## config.mk

```make
export PLATFORM = sky130hd
export DESIGN_NAME = access_sequencer
export DESIGN_NICKNAME = d
export VERILOG_FILES = /design/src/rtl/access_pkg.sv /design/src/rtl/access_sequencer_timer.sv /design/src/rtl/access_sequencer.sv
export SDC_FILE = /design/constraint.sdc
export NUM_CORES = 1
export LEC_CHECK = 0
export BUFFER_PORTS_ARGS = -buffer_cell sky130_fd_sc_hd__buf_2
export CAP_MARGIN = 15
export CORE_UTILIZATION = 50
export CTS_CLUSTER_DIAMETER = 50
export CTS_CLUSTER_SIZE = 30
export DETAILED_ROUTE_END_ITERATION = 12
export GPL_ROUTABILITY_DRIVEN = 1
export PLACE_DENSITY_LB_ADDON = 0.08
export REMOVE_ABC_BUFFERS = 1
export SLEW_MARGIN = 20
export SYNTH_ARGS = -nofsm -noshare
export SYNTH_HDL_FRONTEND = slang
export SYNTH_SLANG_ARGS = --single-unit
```

## constraint.sdc

```tcl
create_clock -name i_clk -period 1.9 [get_ports i_clk]
set_input_delay 0.19 -clock i_clk [delete_from_list [all_inputs] [get_ports i_clk]]
set_output_delay 0.19 -clock i_clk [all_outputs]
set_load 0.1 [all_outputs]
```

## src/rtl/access_pkg.sv

```systemverilog
// access_pkg: shared state encoding and default widths for access_sequencer
package access_pkg;
  localparam int DEF_TOKEN_W = 3;
  localparam int DEF_TIME_W = 8;
  localparam int TIMER_W = 8;
  localparam int FAIL_W = 8;
  typedef enum logic [2:0] {
    S_IDLE,
    S_CHECK,
    S_WAIT_CONFIRM,
    S_ACTIVE,
    S_CHECK_EXIT,
    S_DONE,
    S_LOCKED
  } state_t;
endpackage

```

## src/rtl/access_sequencer_timer.sv

```systemverilog
// cycle_timer: loadable down-counter with expire flag, shared by confirm timeout and lockout
module cycle_timer
  import access_pkg::*;
(
  input  logic               i_clk,
  input  logic               i_rst_n,
  input  logic               i_load,
  input  logic [TIMER_W-1:0] i_load_val,
  output logic               o_expired
);
  logic [TIMER_W-1:0] r_count;
  // load on request, otherwise count down and park at zero
  always_ff @(posedge i_clk or negedge i_rst_n)
    if (!i_rst_n) r_count <= '0;
    else if (i_load) r_count <= i_load_val;
    else if (r_count != '0) r_count <= r_count - 1'b1;
  assign o_expired = r_count == '0;
endmodule

```

## src/rtl/access_sequencer.sv

```systemverilog
// access_sequencer: token-checked P/Q time capture sequencer; LOCKOUT_EN enables fail counting and lockout
module access_sequencer
  import access_pkg::*;
#(
  parameter int TOKEN_W = DEF_TOKEN_W,
  parameter int TIME_W = DEF_TIME_W,
  parameter int CONFIRM_TIMEOUT = 15
`ifdef LOCKOUT_EN
  , parameter int MAX_FAILS = 3,
  parameter int LOCK_CYCLES = 64
`endif
) (
  input  logic               i_clk,
  input  logic               i_rst_n,
  input  logic               i_request,
  input  logic               i_confirm,
  input  logic [TOKEN_W-1:0] i_system_token,
  input  logic [TOKEN_W-1:0] i_user_token,
  input  logic [TIME_W-1:0]  i_time_data,
  output logic [TIME_W-1:0]  o_data_p,
  output logic [TIME_W-1:0]  o_data_q,
  output logic [TIME_W-1:0]  o_duration,
  output logic               o_load_p,
  output logic               o_load_q,
  output logic               o_granted,
  output logic               o_denied,
  output logic               o_done,
  output logic               o_busy,
  output logic               o_locked
);
  state_t r_state, w_next;
  logic r_req_q;
  logic w_req_edge, w_match, w_expired, w_tok_fail, w_lock_hit, w_tmr_load;
  logic [TIMER_W-1:0] w_tmr_val;
  assign w_req_edge = i_request && !r_req_q;
  assign w_match = i_user_token == i_system_token;
  assign w_tok_fail = (r_state == S_CHECK || r_state == S_CHECK_EXIT) && !w_match;
`ifdef LOCKOUT_EN
  logic [FAIL_W-1:0] r_fail;
  assign w_lock_hit = w_tok_fail && (r_fail + FAIL_W'(1) >= FAIL_W'(MAX_FAILS));
  assign w_tmr_val = w_lock_hit ? TIMER_W'(LOCK_CYCLES - 1) : TIMER_W'(CONFIRM_TIMEOUT - 1);
  assign o_locked = r_state == S_LOCKED;
  // consecutive failure count, cleared by a grant or by the end of lockout
  always_ff @(posedge i_clk or negedge i_rst_n)
    if (!i_rst_n) r_fail <= '0;
    else if (o_granted || (r_state == S_LOCKED && w_expired)) r_fail <= '0;
    else if (w_tok_fail) r_fail <= r_fail + FAIL_W'(1);
`else
  assign w_lock_hit = 1'b0;
  assign w_tmr_val = TIMER_W'(CONFIRM_TIMEOUT - 1);
  assign o_locked = 1'b0;
`endif
  // timer holds remaining cycles minus one so it expires in the last allowed cycle
  assign w_tmr_load = (r_state == S_CHECK && w_match) || w_lock_hit;
  cycle_timer u_timer (
    .i_clk(i_clk),
    .i_rst_n(i_rst_n),
    .i_load(w_tmr_load),
    .i_load_val(w_tmr_val),
    .o_expired(w_expired)
  );
  assign o_load_p = r_state == S_WAIT_CONFIRM && i_confirm;
  assign o_granted = o_load_p;
  assign o_load_q = r_state == S_CHECK_EXIT && w_match;
  assign o_done = r_state == S_DONE;
  assign o_denied = w_tok_fail || (r_state == S_WAIT_CONFIRM && !i_confirm && w_expired);
  assign o_busy = r_state != S_IDLE;
  // state register and request edge history
  always_ff @(posedge i_clk or negedge i_rst_n)
    if (!i_rst_n) begin
      r_state <= S_IDLE;
      r_req_q <= 1'b0;
    end else begin
      r_state <= w_next;
      r_req_q <= i_request;
    end
  // next-state: request edges outside IDLE/ACTIVE fall through untouched
  always_comb begin
    w_next = r_state;
    case (r_state)
      S_IDLE:         w_next = w_req_edge ? S_CHECK : S_IDLE;
      S_CHECK:        w_next = w_match ? S_WAIT_CONFIRM : w_lock_hit ? S_LOCKED : S_IDLE;
      S_WAIT_CONFIRM: w_next = i_confirm ? S_ACTIVE : w_expired ? S_IDLE : S_WAIT_CONFIRM;
      S_ACTIVE:       w_next = w_req_edge ? S_CHECK_EXIT : S_ACTIVE;
      S_CHECK_EXIT:   w_next = w_match ? S_DONE : w_lock_hit ? S_LOCKED : S_ACTIVE;
      S_DONE:         w_next = S_IDLE;
      S_LOCKED:       w_next = w_expired ? S_IDLE : S_LOCKED;
      default:        w_next = S_IDLE;
    endcase
  end
  // time capture; duration is taken with Q so it is valid alongside done
  always_ff @(posedge i_clk or negedge i_rst_n)
    if (!i_rst_n) begin
      o_data_p <= '0;
      o_data_q <= '0;
      o_duration <= '0;
    end else begin
      if (o_load_p) o_data_p <= i_time_data;
      if (o_load_q) begin
        o_data_q <= i_time_data;
        o_duration <= i_time_data - o_data_p;
      end
    end
endmodule

```

==> results.sh, run 1 <==
export IMPL_outcome="completed"
export IMPL_synth_seq_cells=36
export IMPL_seq_area_frac_synth_pct=45.5
export IMPL_rows=22
export IMPL_overflow=0
export IMPL_cpMaxStageDelayCell="dfrtp_1"
export IMPL_port_buffers=47
export IMPL_synth_edf_count=0
export IMPL_drc_errors=0
export IMPL_wl_per_cell_um=13.2
export IMPL_synth_area_um2=1980
export IMPL_rsz0062_at_grt="yes"
export IMPL_synth_top_flop_cell="dfrtp_1"
export IMPL_fin_crit_sh_pct=97.6
export IMPL_grt_pass1_wl_mm=7.26
export IMPL_layout_drive_gt1_share_pct=32.7
export IMPL_cp_cell_sequence="nor4_4, and3_4, nand2_2, o211ai_1, clkbuf_16"
export IMPL_drt_iter0_drc=108
export IMPL_viasPerCell=5.09
export IMPL_drv_slew=0
export IMPL_grt_max_degree=37
export IMPL_startpoint_type="flip-flop"
export IMPL_gp_congestion=0.822
export IMPL_syn_to_final_growth_pct=29.2
export IMPL_synth_cell_types=45
export IMPL_crit_type="reg -> out"
export IMPL_die_h_um=65.0
export IMPL_synth_area_per_cell_um2=9.44
export IMPL_path_clk_slew_ns=0.07
export IMPL_core_area_um2=3740
export IMPL_cts_tree="done"
export IMPL_synthAdderAreaFrac_pct=6.06
export IMPL_postLayoutCoreUtil_pct=68.4
export IMPL_h_tree_depth=2
export IMPL_die_x_um=65.0
export IMPL_initial_core_util_pct=52.9
export IMPL_synth_top_family_by_area="simple AND/OR/NAND/NOR gates"
export IMPL_clock_latency_ns=0.28
export IMPL_syn_inst=210
export IMPL_num_antenna_cells=0
export IMPL_synth_simple_area_share_pct=23.6
export IMPL_yosys_warnings=0
export IMPL_synth_compound_area_share_pct=14.1
export IMPL_synth_xor_xnor_area_share_pct=3.98
export IMPL_fmax_mhz=539
export IMPL_nNetsFinal=298
export IMPL_critPathMaxFanout=2
export IMPL_slowest_delay_ns=0.41
export IMPL_hold_viol=0
export IMPL_final_setup_viol_count=0
export IMPL_critical_path_required_ns=1.71
export IMPL_hpwl_mm=2.99
export IMPL_layout_common_cells="43 x nand2_1, 43 x buf_2, 33 x dfrtp_1, 16 x o21ai_0, 14 x buf_4"
export IMPL_async_flop_share_pct=100
export IMPL_cts_root_buf="clkbuf_8"
export IMPL_antenna_found_initial=0
export IMPL_first_pass_iters=4
export IMPL_end_kind="output port"
export IMPL_layout_min_cycle_time_ns=1.86
export IMPL_timing_clock_skew_ns=0.00396
export IMPL_maxCapViolations=0
export IMPL_final_antenna_net_count=0
export IMPL_n_fill_cell=331
export IMPL_wirelength_mm=4.22
export IMPL_worstPathArrival_ns=1.67
export IMPL_hp_class="in -> reg"
export IMPL_via_count=1628
export IMPL_clock_sinks=36
export IMPL_dieArea_um2=4220
export IMPL_ios=49
export IMPL_track_usage_pct=22.5
export IMPL_grt_pass1_vias=1636
export IMPL_synthMuxAreaShare_pct=1.70
export IMPL_numCtsBuffers=5
export IMPL_cts_buffer_depth=2
-- cells in the mapped netlist (2+ instances only) --
cell	count	share of area, %
buf_2	2	0.51
buf_4	3	1.1
clkbuf_1	4	0.76
nor3_1	2	0.51
a31oi_1	2	0.63
dfrtp_1	36	45
ha_1	8	5.1
xor2_1	2	0.88
o211ai_1	3	1.1
o31ai_1	2	0.76
inv_1	12	2.3
a211oi_1	2	0.76
mux2_2	3	1.7
nor2_1	9	1.7
a211o_1	4	1.8
nand2b_1	8	2.5
nand3_1	4	1.0
nor2b_1	3	0.95
nand2_1	44	8.3
o21ai_0	16	4.0
xnor2_1	7	3.1
or3_1	2	0.63
a21oi_1	10	2.5
-- through the flow --
stage / area, um^2 / setup WS (ns) / hold slack, ns / TNS (ns) / instances
2_1_floorplan: 1930 / -2.09 / -0.106 / -22.30 / 201
3_3_place_gp: 2360 / 0.119 / 0.256 / 0 / 304
3_5_place_dp: 2360 / 0.0646 / 0.262 / 0 / 304
4_1_cts: 2500 / 0.00460 / 0.00868 / 0 / 315
5_1_grt: 2560 / -0.0425 / 0.0123 / -0.0425 / 320
6_report: 2560 / 0.0449 / 0.0206 / 0 / 320
-- path summary, 6_finish.rpt --
| kind | slack [ns] | endpoint | startpoint | cells past startpoint |
|---|---|---|---|---|
| worst max-delay path | 0.04 | o_denied | u_timer.r_count[6] | 5 |
| worst max register to register | 0.08 | o_duration[6] | o_data_p[0] | 6 |
| min in group asynchronous | 0.50 | u_timer.r_count[5] | i_rst_n | 3 |
| worst min register to register | 0.48 | o_data_q[7] | o_data_q[7] | 2 |
| max in group asynchronous | 1.06 | r_state[2] | i_rst_n | 3 |
| worst min-delay path | 0.02 | r_req_q | i_request | 1 |
-- routing by layer --
metal  vias up  GRT usage [%]  wire [um]
li1        835              -          -
met1       759           28.1       1960
met2        34           38.2       2100
met3         0           6.16        161
met4         0           5.83          0
met5         -              0          0
-- layout make-up --
class	count	area (um^2)	area share (%)
multi-input combinational	152	1020	39.9
sequential	36	905	35.3
tap	48	60.1	2.34
timing repair buffer	63	435	17.0
inverter	13	50.0	1.95
clock buffer	8	90.1	3.52
-- cells by family after synthesis --
group           count (synthesis)
compound gates                 45
xor+xnor                        9
fa+ha+maj                       9
buf+inv                        22
flops                          36
mux                             3
other cells                     1
simple gates                   85
-- state kept, by name, summed over array words and instances, names as in the netlist --
signal	cells
o_duration	8
o_data_p	8
r_req_q	1
u_timer.r_count	8
r_state	3
o_data_q	8
-- worst max-delay path: cells and delay by family, from the launching register on --
kind                   cells  cell delay, ns
AOI/OAI and AO/OA          1            0.12
buffers and inverters      1            0.25
DFF                        1            0.41
and+or+nand+nor            3            0.59
-- what timing repair did --
action / in CTS / in global routing
hold endpoints to repair: 36 / 0
hold buffers: 1 / 0
gates resized for setup: 8 / 8
endpoints found under the setup margin: 2 / 5
pin swaps: 0 / 4
setup buffers: 2 / 5
Power of run 1 is left out: the tool's default activity adds up to more than one toggle a clock period on the data nets, which glitch-free logic cannot reach.
==> run 2: changes to the inputs <==
==> constraint.sdc (replaced) <==
create_clock -name i_clk -period 2 [get_ports i_clk]
set_input_delay 0.2 -clock i_clk [delete_from_list [all_inputs] [get_ports i_clk]]
set_output_delay 0.2 -clock i_clk [all_outputs]
set_load 0.1 [all_outputs]
==> run 2 against run 1 <==
  * Wire length down 2.0%
  * Sequential share of layout area up 0.44 points
  * Flip-flop and latch count unchanged
  * Critical path depth up 2
  * First-iteration DRC count down 31%
  * Worst hold slack better by 0.0053 ns
  * Setup slack better by 0.0062 ns
  * Highest routed layer is now met4
  * Core utilization down 0.94 points
==> results.sh, run 2 (same netlist as run 1, synthesis figures left out) <==
export IMPL_outcome="completed"
export IMPL_grt_pass1_vias=1588
export IMPL_relSlewSlack_pct=64.9
export IMPL_core_area_um2=3740
export IMPL_h_tree_depth=2
export IMPL_cts_root_buf="clkbuf_8"
export IMPL_nNetsFinal=296
export IMPL_layout_drive_gt1_share_pct=31.5
export IMPL_worstPathArrival_ns=1.75
export IMPL_reg2reg_depth=6
export IMPL_track_usage_pct=22.1
export IMPL_reg2reg_slack_ns=0.18
export IMPL_die_h_um=65.0
export IMPL_n_fill_cell=333
export IMPL_maxCapViolations=0
export IMPL_overflow=0
export IMPL_critical_path_required_ns=1.80
export IMPL_via_count=1656
export IMPL_tightest_slew_ns=0.527
export IMPL_hold_start="i_request"
export IMPL_drt_iter0_drc=75
export IMPL_dpl_cell_area_um2=2370
export IMPL_drv_slew=0
export IMPL_wl_per_cell_um=13.0
export IMPL_dieArea_um2=4220
export IMPL_drc_errors=0
export IMPL_seq_area_um2=903
export IMPL_hold_ws_ns=0.0260
export IMPL_postLayoutCoreUtil_pct=67.5
export IMPL_cpMaxStageDelayCell="dfrtp_1"
export IMPL_grt_pass1_wl_mm=7.00
export IMPL_ios=49
export IMPL_initial_core_util_pct=52.9
export IMPL_r2r_start="o_data_p[0]"
export IMPL_num_antenna_cells=0
export IMPL_final_antenna_net_count=0
export IMPL_multi_input_area_um2=1010
export IMPL_final_setup_viol_count=0
export IMPL_fmax_mhz=513
export IMPL_end_kind="output port"
export IMPL_wirelength_mm=4.13
export IMPL_hpwl_mm=3.11
export IMPL_path_buf_inv=2
export IMPL_die_x_um=65.0
export IMPL_fin_crit_sh_pct=97.4
export IMPL_rsz0062_at_grt="yes"
export IMPL_syn_to_final_growth_pct=27.5
export IMPL_antenna_found_initial=0
export IMPL_cts_tree="done"
export IMPL_clock_sinks=36
export IMPL_hp_class="in -> reg"
export IMPL_startpoint_type="flip-flop"
export IMPL_grt_max_degree=25
export IMPL_critPathMaxFanout=5
export IMPL_layout_common_cells="44 x nand2_1, 43 x buf_2, 34 x dfrtp_1, 16 x o21ai_0, 13 x buf_4"
export IMPL_timing_clock_skew_ns=0.00559
export IMPL_cts_buffer_depth=2
export IMPL_crit_family="flip-flops"
export IMPL_rows=22
export IMPL_slowest_delay_ns=0.42
export IMPL_hold_viol=0
export IMPL_numCtsBuffers=5
export IMPL_port_buffers=47
export IMPL_reg2reg_to="o_duration[6]"
export IMPL_gp_congestion=0.866
export IMPL_crit_type="reg -> out"
export IMPL_min_to="r_req_q"
export IMPL_viasPerCell=5.21
export IMPL_finalInstanceArea_um2=2530
export IMPL_first_pass_iters=4
export IMPL_cp_cell_sequence="inv_2, ha_4, nor2b_4, and3_4, nand2_1, o211ai_1, clkbuf_16"
export IMPL_hold_depth=1
export IMPL_layout_commonest_cell="nand2_1"
export IMPL_clock_latency_ns=0.29
export IMPL_layout_min_cycle_time_ns=1.95
export IMPL_path_clk_slew_ns=0.07
run 2: routing by layer:
metal | wire length, um | track usage (%) | vias to the layer above
met5 | 0 | 0 | -
met1 | 1830 | 27.6 | 777
met2 | 2010 | 35.8 | 41
met3 | 222 | 6.51 | 9
li1 | - | - | 829
met4 | 70 | 8.06 | 0
run 2: layout make-up:
type / instances / share of cell area [%]
multi-input cells: 152 / 40.0
flip-flops and latches: 36 / 35.8
repair buffers: 61 / 16.1
clock buffers: 6 / 3.27
well taps: 48 / 2.38
inverters: 13 / 2.08
clock inverters: 2 / 0.396
run 2: how the worst max path moves through the flow:
stage / from / endpoint / slack, ns / cells past startpoint
finish: u_timer.r_count[1] / o_denied / 0.05 / 7
global route: u_timer.r_count[1] / o_denied / -0.01 / 7
CTS: u_timer.r_count[0] / o_denied / 0.02 / 7
detailed placement: o_data_p[0] / o_duration[6] / 0.19 / 6
global placement: o_data_p[0] / o_duration[6] / 0.25 / 6
floorplan: r_state[1] / o_data_p[7] / -1.99 / 3
run 2: timing repair:
| item | CTS | global route |
|---|---|---|
| hold buffers | 1 | 0 |
| pin swaps | 0 | 3 |
| gates resized for setup | 4 | 7 |
| endpoints found under the hold margin | 22 | 0 |
| buffers inserted | 0 | 2 |
| setup endpoints to repair | 1 | 2 |
run 2: through the flow:
step | TNS [ns] | setup WS, ns | instances
final | 0 | 0.0511 | 318
after global routing | -0.0140 | -0.0140 | 318
after CTS | 0 | 0.0234 | 316
after detailed placement | 0 | 0.193 | 307
after global placement | 0 | 0.248 | 307
after floorplan | -20.13 | -1.99 | 201
Power of run 2 is left out for the same reason.
